## config.mk

```make
export PLATFORM = sky130hd
export DESIGN_NAME = csm_signed_pipe
export DESIGN_NICKNAME = d
export VERILOG_FILES = /design/src/rtl/csm_signed_pipe.sv
export SDC_FILE = /design/constraint.sdc
export NUM_CORES = 1
export LEC_CHECK = 0
export ABC_AREA = 1
export CORE_MARGIN = 1.5
export CORE_UTILIZATION = 47
export CTS_CLUSTER_DIAMETER = 80
export DETAILED_ROUTE_END_ITERATION = 7
export PLACE_DENSITY_LB_ADDON = 0.15
export SYNTH_ARGS = -nofsm -noshare
export SYNTH_HDL_FRONTEND = slang
export SYNTH_SLANG_ARGS = --single-unit
```

## constraint.sdc

```tcl
create_clock -name clk -period 2 [get_ports clk]
set_clock_uncertainty 0.1 [all_clocks]
set_input_delay 0.4 -clock clk [delete_from_list [all_inputs] [get_ports clk]]
set_output_delay 0.4 -clock clk [all_outputs]
set_load 0.1 [all_outputs]
```

## src/rtl/csm_signed_pipe.sv

```systemverilog
// Signed 4x4 Baugh-Wooley carry-save multiplier, 3 register stages: a,b at edge N -> y after edge N+2.
// No backpressure: one operand pair accepted every cycle, result stream never stalls.
module csm_signed_pipe (
   input  logic       clk,
   input  logic       rst,
   input  logic [3:0] a,
   input  logic [3:0] b,
   output logic [7:0] y
);

   logic [7:0] w_pp0;
   logic [7:0] w_pp1;
   logic [7:0] w_pp2;
   logic [7:0] w_pp3;
   logic [7:0] w_s1_sum;
   logic [7:0] w_s1_cry;
   logic [7:0] w_s2_sum;
   logic [7:0] w_s2_cry;
   logic [7:0] w_merge;

   logic [7:0] r_s1_sum;
   logic [7:0] r_s1_cry;
   logic [7:0] r_s1_pp3;
   logic [7:0] r_s2_sum;
   logic [7:0] r_s2_cry;
   logic [7:0] r_y;

   // Row 0 also carries the Baugh-Wooley correction constant (bits 4 and 7),
   // so a cleared pipeline holds no hidden bias and merges to zero.
   always_comb begin
      w_pp0      = 8'h90;
      w_pp0[2:0] = a[2:0] & {3{b[0]}};
      w_pp0[3]   = ~(a[3] & b[0]);

      w_pp1      = '0;
      w_pp1[3:1] = a[2:0] & {3{b[1]}};
      w_pp1[4]   = ~(a[3] & b[1]);

      w_pp2      = '0;
      w_pp2[4:2] = a[2:0] & {3{b[2]}};
      w_pp2[5]   = ~(a[3] & b[2]);

      w_pp3      = '0;
      w_pp3[5:3] = ~(a[2:0] & {3{b[3]}});
      w_pp3[6]   = a[3] & b[3];
   end

   always_comb begin
      w_s1_sum      = w_pp0 ^ w_pp1 ^ w_pp2;
      w_s1_cry[0]   = 1'b0;
      w_s1_cry[7:1] = (w_pp0[6:0] & w_pp1[6:0]) | (w_pp0[6:0] & w_pp2[6:0]) |
                      (w_pp1[6:0] & w_pp2[6:0]);
   end

   always_comb begin
      w_s2_sum      = r_s1_sum ^ r_s1_cry ^ r_s1_pp3;
      w_s2_cry[0]   = 1'b0;
      w_s2_cry[7:1] = (r_s1_sum[6:0] & r_s1_cry[6:0]) | (r_s1_sum[6:0] & r_s1_pp3[6:0]) |
                      (r_s1_cry[6:0] & r_s1_pp3[6:0]);
   end

   // Vector-merge ripple adder; carry out of bit 7 is dropped (result is mod 256).
   always_comb begin
      logic [7:0] c;
      c    = '0;
      for (int i = 0; i < 7; i++) begin
         c[i+1] = (r_s2_sum[i] & r_s2_cry[i]) | (r_s2_sum[i] & c[i]) | (r_s2_cry[i] & c[i]);
      end
      w_merge = r_s2_sum ^ r_s2_cry ^ c;
   end

   always_ff @(posedge clk) begin
      if (rst) begin
         r_s1_sum <= '0;
         r_s1_cry <= '0;
         r_s1_pp3 <= '0;
         r_s2_sum <= '0;
         r_s2_cry <= '0;
         r_y      <= '0;
      end else begin
         r_s1_sum <= w_s1_sum;
         r_s1_cry <= w_s1_cry;
         r_s1_pp3 <= w_pp3;
         r_s2_sum <= w_s2_sum;
         r_s2_cry <= w_s2_cry;
         r_y      <= w_merge;
      end
   end

   assign y = r_y;

endmodule

```

==> results of run 1 <==
area by class of cell:
cell class	count	area, um^2	area share, %
multi-input cells	61	407.9	27.49
well taps	30	37.54	2.530
inverters	37	138.9	9.359
flip-flops and latches	35	700.7	47.22
repair buffers	18	157.7	10.62
clock buffers	6	41.29	2.782
logic make-up after synthesis:
| family | Yosys count | synth area share, % |
|---|---|---|
| AO/OA/AOI/OAI | 4 | 1.846 |
| flip-flops | 35 | 54.42 |
| AND/OR/NAND/NOR | 45 | 13.12 |
| buffers and inverters | 41 | 14.29 |
| adder cells (fa/ha/maj) | 12 | 16.33 |
report_power, final:
group / internal (W) / total (W) / switching, W
logic: 0.0000634 / 0.000199 / 0.000135
registers: 0.000741 / 0.000759 / 0.0000179
clock network: 0.000125 / 0.000308 / 0.000183
timing repair:
action                                  CTS  global route
endpoints found under the hold margin     0             0
resized for setup                         0             2
endpoints found under the setup margin    0             1
through the flow:
stage	worst slack (ns)	util (%)	power [W]	instances	instance area (um^2)
final	0.1029	58.31	0.001266	187	1484
after floorplan	0.08745	-	0.0009256	137	1287
after global placement	0.05617	56.49	0.0009722	181	1438
after detailed placement	0.02179	56.49	0.0009758	181	1438
after CTS	0.003912	58.11	0.001287	187	1479
after global routing	0.03098	58.31	0.001348	187	1484
metal layers:
metal / GRT usage [%] / vias up / share of wire [%]
met3: 5.621 / 2 / 5.7
met1: 11.50 / 341 / 41
met5: 0 / - / 0
met4: 7.317 / 0 / 0.88
met2: 21.09 / 23 / 53
li1: - / 421 / -
worst reg2reg max path, stage by stage, from the launching register on:
cell and delay, ns:
dfxtp_1 0.31, ha_1 0.21, fa_2 0.34, fa_2 0.32, inv_1 0.07, fa_1 0.40
nor2_1 0.09
flip-flops by register name, indices dropped and copies added, names as in the netlist:
signal    cells
r_s1_cry      4
r_s1_pp3      4
r_s1_sum      7
r_s2_cry      4
r_s2_sum      8
y             8
path summary, 6_finish.rpt:
check,startpoint,end,slack (ns),depth (start not counted)
hold / removal,r_s2_sum[2],y[2],0.31,2
hold reg to reg,r_s2_sum[2],y[2],0.31,2
setup / recovery,r_s2_sum[3],y[6],0.10,6
setup reg to reg,r_s2_sum[3],y[6],0.10,6
Yosys cell counts:
| cell | n |
|---|---|
| buf_6 | 4 |
| ha_1 | 4 |
| a21oi_2 | 1 |
| fa_1 | 8 |
| nor2_1 | 31 |
| nand2_1 | 14 |
| inv_1 | 37 |
| dfxtp_1 | 35 |
| a21oi_1 | 3 |
==> results.toml, run 1 <==
[synthesis]
synth_top_cell_by_area = "dfxtp_1"
synthTopCellsByArea = "dfxtp_1 54%, fa_1 12%, inv_1 11%, nor2_1 9.0%, nand2_1 4.1%"
synth_top_cell_area_share_pct = 54.42
ys_types = 9
syn_nets = 159
yosysWarnings = 0
syn_area_per_cell_um2 = 9.398
ys_seq_area_share_pct = 54.42
syn-cell-area_mm2 = 0.001287
synthCells = 137
synth-seq-cells = 35

[clocking]
cts_tree = "done"
cts_hold_buf = 0
cts-root-buf = "clkbuf_4"
insertion_delay_ns = 0.30
htree_levels = 2
cts.sinks = 35
post-cts-setup-buffer-count = 0
cts_made_buffers = 5
cts.clk_slew.worst_paths_ns = 0.09
clockBufferDepth = 2

[timing]
tns_ns = 0
setup_violations = 0
rsz0062_at_grt = "no"
finalHoldWorstSlack_ns = 0.3054
finalCriticalPeriod_ns = 1.897
worst_slew_pin_slew_ns = 0.3334
relSlewSlack_pct = 77.77
slew_violations = 0
min_period_over_period_pct = 94.85
hold_viol = 0
fmax_mhz = 527.1

[grt]
grtUsageTotal_pct = 12.13
grt_pass1_vias = 749
grt_pass1_wl_um = 2808
antenna_found_initial = 0
grt_max_degree = 35
overflow = 0

[route]
via_per_inst = 4.209
postRouteWirelength_um = 1585
routed-via-count = 787
drc = 0
ant_nets = 0
wl_per_cell_um = 8.476
dr.pass1.iters = 2
drtIter0Drc = 7

[critical_path]
cp.buffers_inverters = 1
cp_top_family = "adder cells"
end_kind = "flop"
crit_fanout = 1
cp_slowest_cell = "fa_1"
worstSetupPathType = "reg2reg"
critPathMaxStageDelay_ns = 0.40
startpoint_type = "flop"
critical_path.most_common_cell = "fa_2"
cp.required_ns = 2.15
cp.arrival_ns = 2.05
crit_chain = "ha_1 -> fa_2 -> fa_2 -> inv_1 -> fa_1 -> nor2_1"

[final_layout]
layout_commonest_cell = "inv_1"
fin_nets = 180
drive_gt1_share_pct = 10.83
fillers = 241
antenna_cells = 0
layout-area-overhead-vs-synth_pct = 15.26
final_cell_mix = "37 x inv_1, 35 x dfxtp_1, 31 x nor2_1, 14 x nand2_1"

[power_and_ir_drop]
vdd.ir_drop.worst_mv = 0.4768
power_leakage_nw = 0.7486
powerDensity_mw_per_mm2 = 853.0

[placed_design]
io_buffers = 17
dp_hpwl_um = 1180
place.gp.congestion = 0.7078

[floorplan]
pin_count = 18
die_h_um = 55.34
die_area_mm2 = 0.003063
die_w_um = 55.34
start_util_pct = 50.59
rows = 18
design.core.area_mm2 = 0.002545

[run]
maxCapViolations = 0

[worst_hold_path]
hold_class = "reg2reg"

[outcome]
outcome = "finished clean"
Note: power is estimated with default switching activity, not from simulation.
==> inputs of run 2 (changes only) <==
Settings changed: CTS_CLUSTER_SIZE set to 16.
==> results of run 2 <==
Same layout as run 1: the final DEF is identical, and so are final timing and power.
